--- config.mk ---
export PLATFORM = sky130hd
export DESIGN_NAME = gate_settle_monitor
export DESIGN_NICKNAME = d
export VERILOG_FILES = /design/src/rtl/gate_settle_monitor.sv
export SDC_FILE = /design/constraint.sdc
export NUM_CORES = 1
export LEC_CHECK = 0
export ABC_AREA = 1
export CORE_UTILIZATION = 47
export DETAILED_ROUTE_END_ITERATION = 16
export MAX_ROUTING_LAYER = met4
export PLACE_DENSITY_LB_ADDON = 0.3
export SYNTH_ARGS = -nofsm -noshare
export SYNTH_HDL_FRONTEND = slang
export SYNTH_SLANG_ARGS = --single-unit
--- constraint.sdc ---
create_clock -name SIM_CLK -period 1.55 [get_ports SIM_CLK]
set_input_delay 0.155 -clock SIM_CLK [delete_from_list [all_inputs] [get_ports SIM_CLK]]
set_output_delay 0.155 -clock SIM_CLK [all_outputs]
set_load 0.005 [all_outputs]
--- src/rtl/gate_settle_monitor.sv ---
// gate_settle_monitor: passes a gate-network bus on only after it holds steady for SETTLE cycles and flags buses that never settle
//   Optional osc_cnt port is enabled by the SETTLE_OSC_CNT_EN macro.
//   Ports:
//     SIM_CLK  - simulation clock
//     SIM_RST  - asynchronous active-low reset
//     d        - raw gate bus
//     q        - last settled value
//     upd      - one-cycle acceptance pulse
//     stable   - FSM is in STABLE
//     osc      - FSM is in OSC
//     osc_cnt  - saturating count of OSC entries
module gate_settle_monitor #(
  parameter int WIDTH = 16,
  parameter int SETTLE = 4,
  parameter int TIMEOUT = 64,
  parameter logic [WIDTH-1:0] IV = '0
) (
  input  logic             SIM_CLK,
  input  logic             SIM_RST,
  input  logic [WIDTH-1:0] d,
  output logic [WIDTH-1:0] q,
  output logic             upd,
  output logic             stable,
  output logic             osc
`ifdef SETTLE_OSC_CNT_EN
  ,
  output logic [7:0]       osc_cnt
`endif
);
  localparam int RW = $clog2(SETTLE + 1);
  localparam int BW = $clog2(TIMEOUT + 1);
  localparam logic [RW-1:0] S_V = RW'(SETTLE);
  localparam logic [BW-1:0] T_V = BW'(TIMEOUT);
  typedef enum logic [1:0] {ST_STABLE, ST_SETTLING, ST_OSC} state_t;
  state_t state, state_nxt;
  logic [WIDTH-1:0] prev;
  logic [RW-1:0] run, run_nxt, run_inc;
  logic [BW-1:0] busy, busy_nxt, busy_inc;
  logic changed, accept;
  always_comb begin
    changed = d != prev;
    run_inc = changed ? '0 : run + RW'(1);
    busy_inc = busy == T_V ? busy : busy + BW'(1);
    state_nxt = state;
    run_nxt = run;
    busy_nxt = busy;
    accept = 1'b0;
    case (state)
      ST_STABLE: if (changed) begin
        state_nxt = ST_SETTLING;
        run_nxt = '0;
        busy_nxt = BW'(1);
      end
      ST_SETTLING: begin
        run_nxt = run_inc;
        busy_nxt = busy_inc;
        // a settle on the timeout edge takes priority over entering OSC
        if (run_inc == S_V) begin
          accept = 1'b1;
          state_nxt = ST_STABLE;
        end else if (busy_inc == T_V) state_nxt = ST_OSC;
      end
      ST_OSC: begin
        run_nxt = run_inc;
        if (run_inc == S_V) begin
          accept = 1'b1;
          state_nxt = ST_STABLE;
        end
      end
      default: state_nxt = ST_STABLE;
    endcase
  end
  always_ff @(posedge SIM_CLK or negedge SIM_RST) begin
    if (!SIM_RST) begin
      state <= ST_STABLE;
      prev <= IV;
      q <= IV;
      upd <= 1'b0;
      run <= '0;
      busy <= '0;
    end else begin
      state <= state_nxt;
      prev <= d;
      upd <= accept;
      run <= run_nxt;
      busy <= busy_nxt;
      if (accept) q <= d;
    end
  end
`ifdef SETTLE_OSC_CNT_EN
  always_ff @(posedge SIM_CLK or negedge SIM_RST) begin
    if (!SIM_RST) osc_cnt <= '0;
    else if (state != ST_OSC && state_nxt == ST_OSC && osc_cnt != 8'hff) osc_cnt <= osc_cnt + 8'd1;
  end
`endif
  assign stable = state == ST_STABLE;
  assign osc = state == ST_OSC;
endmodule

==> results.sh <==
export IMPL_ys_warn_count=0
export IMPL_die_x_um=69.9
export IMPL_synth_top_area_share_pct=51.9
export IMPL_synth_main_ff_cell="dfrtp_1"
export IMPL_place_ws_ns=-0.527
export IMPL_syn_nets=288
export IMPL_wl_met2_mm=2.45
export IMPL_final_util_pct=70.4
export IMPL_power_density_nw_per_um2=1170
export IMPL_async_reset_ff_share_pct=100
export IMPL_numClockSinks=45
export IMPL_cts_root_buf="clkbuf_8"
export IMPL_routabilityCongestion=0.803
export IMPL_drc=0
export IMPL_final_max_slew_viol_count=0
export IMPL_drv_cap=0
export IMPL_synth_cell_types=23
export IMPL_synthTopCellsByCount="92 x nand2_1, 45 x dfrtp_1, 37 x inv_1, 23 x nor2_1, 11 x o21ai_1"
export IMPL_hold_ws_ns=0.0470
export IMPL_endpoint_kind="flip-flop"
export IMPL_grt_pass1_wl_mm=7.65
export IMPL_worstMarginPinSlew_ns=0.574
export IMPL_num_vias=1910
export IMPL_crit_path_top_delay_cell="dfrtp_1"
export IMPL_clk_latency_ns=0.30
export IMPL_syn_area_um2=2170
export IMPL_finalClockSkew_ns=0.0117
export IMPL_startpoint_type="flip-flop"
export IMPL_crit_family="simple AND/OR/NAND/NOR gates"
export IMPL_ir_drop_mv=0.632
export IMPL_n_fill_cell=363
export IMPL_yosysSeqAreaShare_pct=51.9
export IMPL_synth_top_family_by_area="simple AND/OR/NAND/NOR gates"
export IMPL_layout_drive_gt1_share_pct=23.3
export IMPL_synth_area_leaders="dfrtp_1 52%, nand2_1 16%, inv_1 6.4%, nor2_1 4.0%, ha_1 3.5%"
export IMPL_synth_edf_count=0
export IMPL_num_io_pins=37
export IMPL_clk_transition_reported_paths_ns=0.09
export IMPL_synth_top_area_cell="dfrtp_1"
export IMPL_antenna_found_initial=0
export IMPL_first_pass_iters=4
export IMPL_nNetsFinal=362
export IMPL_dieArea_um2=4890
export IMPL_routed_top_layer="met4"
export IMPL_critPathRequiredTime_ns=1.75
export IMPL_hold_viol_final=0
export IMPL_grt_setup_unrepaired="true"
export IMPL_cts_buffer_depth=2
export IMPL_grt_max_degree=27
export IMPL_p_leak_nw=1.66
export IMPL_diodes=0
export IMPL_r2r_slack_ns=-0.18
export IMPL_critPathMaxFanout=3
export IMPL_core_region_area_um2=4380
export IMPL_area_delta_synth_final_pct=42.3
export IMPL_r2r_end="state[0]"
export IMPL_fmaxAchievable_mhz=578
export IMPL_setup_violations=19
export IMPL_drtIter0Drc=109
export IMPL_die_h_um=69.9
export IMPL_r2r_start="busy[0]"
export IMPL_fin_crit_ns=1.73
export IMPL_slew_headroom_pct=61.7
export IMPL_setup_worst_path_class="flip-flop to flip-flop"
export IMPL_track_usage_pct=20.5
export IMPL_hpwl_mm=3.24
export IMPL_hold_depth=1
export IMPL_synth_xor_area_share_pct=3.63
export IMPL_ys_seq_elements=45
export IMPL_first_global_vias=1766
export IMPL_postSynthCellCount=264
export IMPL_hold_path_startpoint="d[14]"
export IMPL_initial_core_util_pct=49.5
export IMPL_drtAntennaViolNets=0
export IMPL_cts_tree="yes"
export IMPL_worst_slack_ns=-0.179
export IMPL_io_buffers=36
export IMPL_arrival_ns=1.93
export IMPL_synth_compound_area_share_pct=7.67
export IMPL_numCtsBuffers=5
export IMPL_wl_per_cell_um=12.3
export IMPL_violations="negative setup slack"
export IMPL_yosys_cell_count_top_type="nand2_1"
export IMPL_gr_total_overflow=0
export IMPL_path_buf_inv=0
export IMPL_rows=24
export IMPL_max_stage_delay_ns=0.40
export IMPL_worstPathCellList="ha_1, nand3_2, nor3_1, xor2_1, nor2_1, nand2_1, nand3_2, nand3_1, nand2_1"
export IMPL_synthMuxAreaShare_pct=0
export IMPL_synthAdderAreaFrac_pct=3.46
export IMPL_fin_crit_sh_pct=112
export IMPL_status="finished, violations left"
export IMPL_cts_max_level=2
export IMPL_routed_wl_mm=4.82
export IMPL_synthSimpleGateAreaFrac_pct=24.9
export IMPL_synth_area_per_cell_um2=8.22
export IMPL_drt_met1_wl_mm=2.17
export IMPL_dr_wl_met3_um=129
export IMPL_r2r_cells=9
export IMPL_hold_path_endpoint="prev[14]"
export IMPL_routed_via_density=4.88
export IMPL_holdCritPathClass="input port to flip-flop"
==> per-stage QoR <==
stage	area, um^2	std cells	setup TNS, ns	power, mW
floorplan	2170	264	-0.211	1.99
global placement	2740	371	-11.11	2.39
detailed placement	2740	371	-12.72	2.42
CTS	2910	383	-2.39	3.25
global route	3090	391	-5.81	3.81
finish	3090	391	-2.44	3.60
==> cell type report <==
class / instances / area, um^2 / area share, %
clock inverter: 2 / 10.0 / 0.324
tap: 52 / 65.1 / 2.11
timing repair buffer: 71 / 658 / 21.3
multi-input combinational: 176 / 1010 / 32.6
inverter: 39 / 149 / 4.82
clock buffer: 6 / 72.6 / 2.35
sequential: 45 / 1130 / 36.5
==> how the worst max path moves through the flow <==
stage | start | to | slack [ns] | cells past startpoint
after detailed placement | d[2] | q[0] | -0.53 | 13
after global routing | busy[2] | state[0] | -0.33 | 10
after CTS | prev[12] | state[1] | -0.15 | 12
after global placement | d[2] | q[0] | -0.47 | 13
after floorplan | prev[9] | q[10] | -0.02 | 11
final | busy[0] | state[0] | -0.18 | 9
==> cells in the final DEF, fill, tap and decap left out, types with 4 or more instances in the layout <==
master / Yosys / routed
clkdlybuf4s50_1: 0 / 28
nor2_1: 23 / 23
inv_1: 37 / 30
o22ai_2: 0 / 4
nand2_1: 92 / 87
clkbuf_8: 0 / 5
inv_2: 2 / 8
buf_4: 0 / 29
xor2_1: 8 / 6
nand2_2: 2 / 4
o21ai_1: 11 / 16
dfrtp_1: 45 / 45
dlymetal6s2s_1: 0 / 5
buf_6: 3 / 4
nand3_1: 9 / 6
==> routing by layer <==
layer / vias up / track usage [%]
li1: 958 / -
met1: 916 / 24.9
met2: 28 / 33.7
met3: 8 / 3.90
met4: 0 / 8.67
met5: - / -
==> kinds of logic after synthesis <==
group	Yosys count
simple gates	132
flops	45
buf+inv	43
compound gates	29
xor+xnor	9
fa+ha+maj	6
==> power breakdown <==
| part | leakage (nW) | switching, mW | internal, mW | total [mW] |
|---|---|---|---|---|
| Clock | 0.0450 | 0.389 | 0.313 | 0.702 |
| Sequential | 0.583 | 0.0937 | 1.27 | 1.36 |
| Combinational | 1.04 | 0.851 | 0.688 | 1.54 |
==> registers in the layout, summed over array words and instances (netlist names) <==
name,count
busy,7
prev,16
q,16
run,3
state,2
upd,1
==> worst reg2reg max path: cells and delay by family (launching register included) <==
kind | cells | cell delay, ns
simple gates | 7 | 0.78
fa+ha+maj | 1 | 0.22
xor+xnor | 1 | 0.23
flops | 1 | 0.40
==> repair_timing <==
item	CTS	global route
setup endpoints to repair	27	30
setup buffers	3	9
resized for setup	21	33
endpoints found under the hold margin	24	0
pin swaps	1	12
hold buffers	1	0
cloned	0	0
Note: power is estimated with default switching activity, not from simulation.
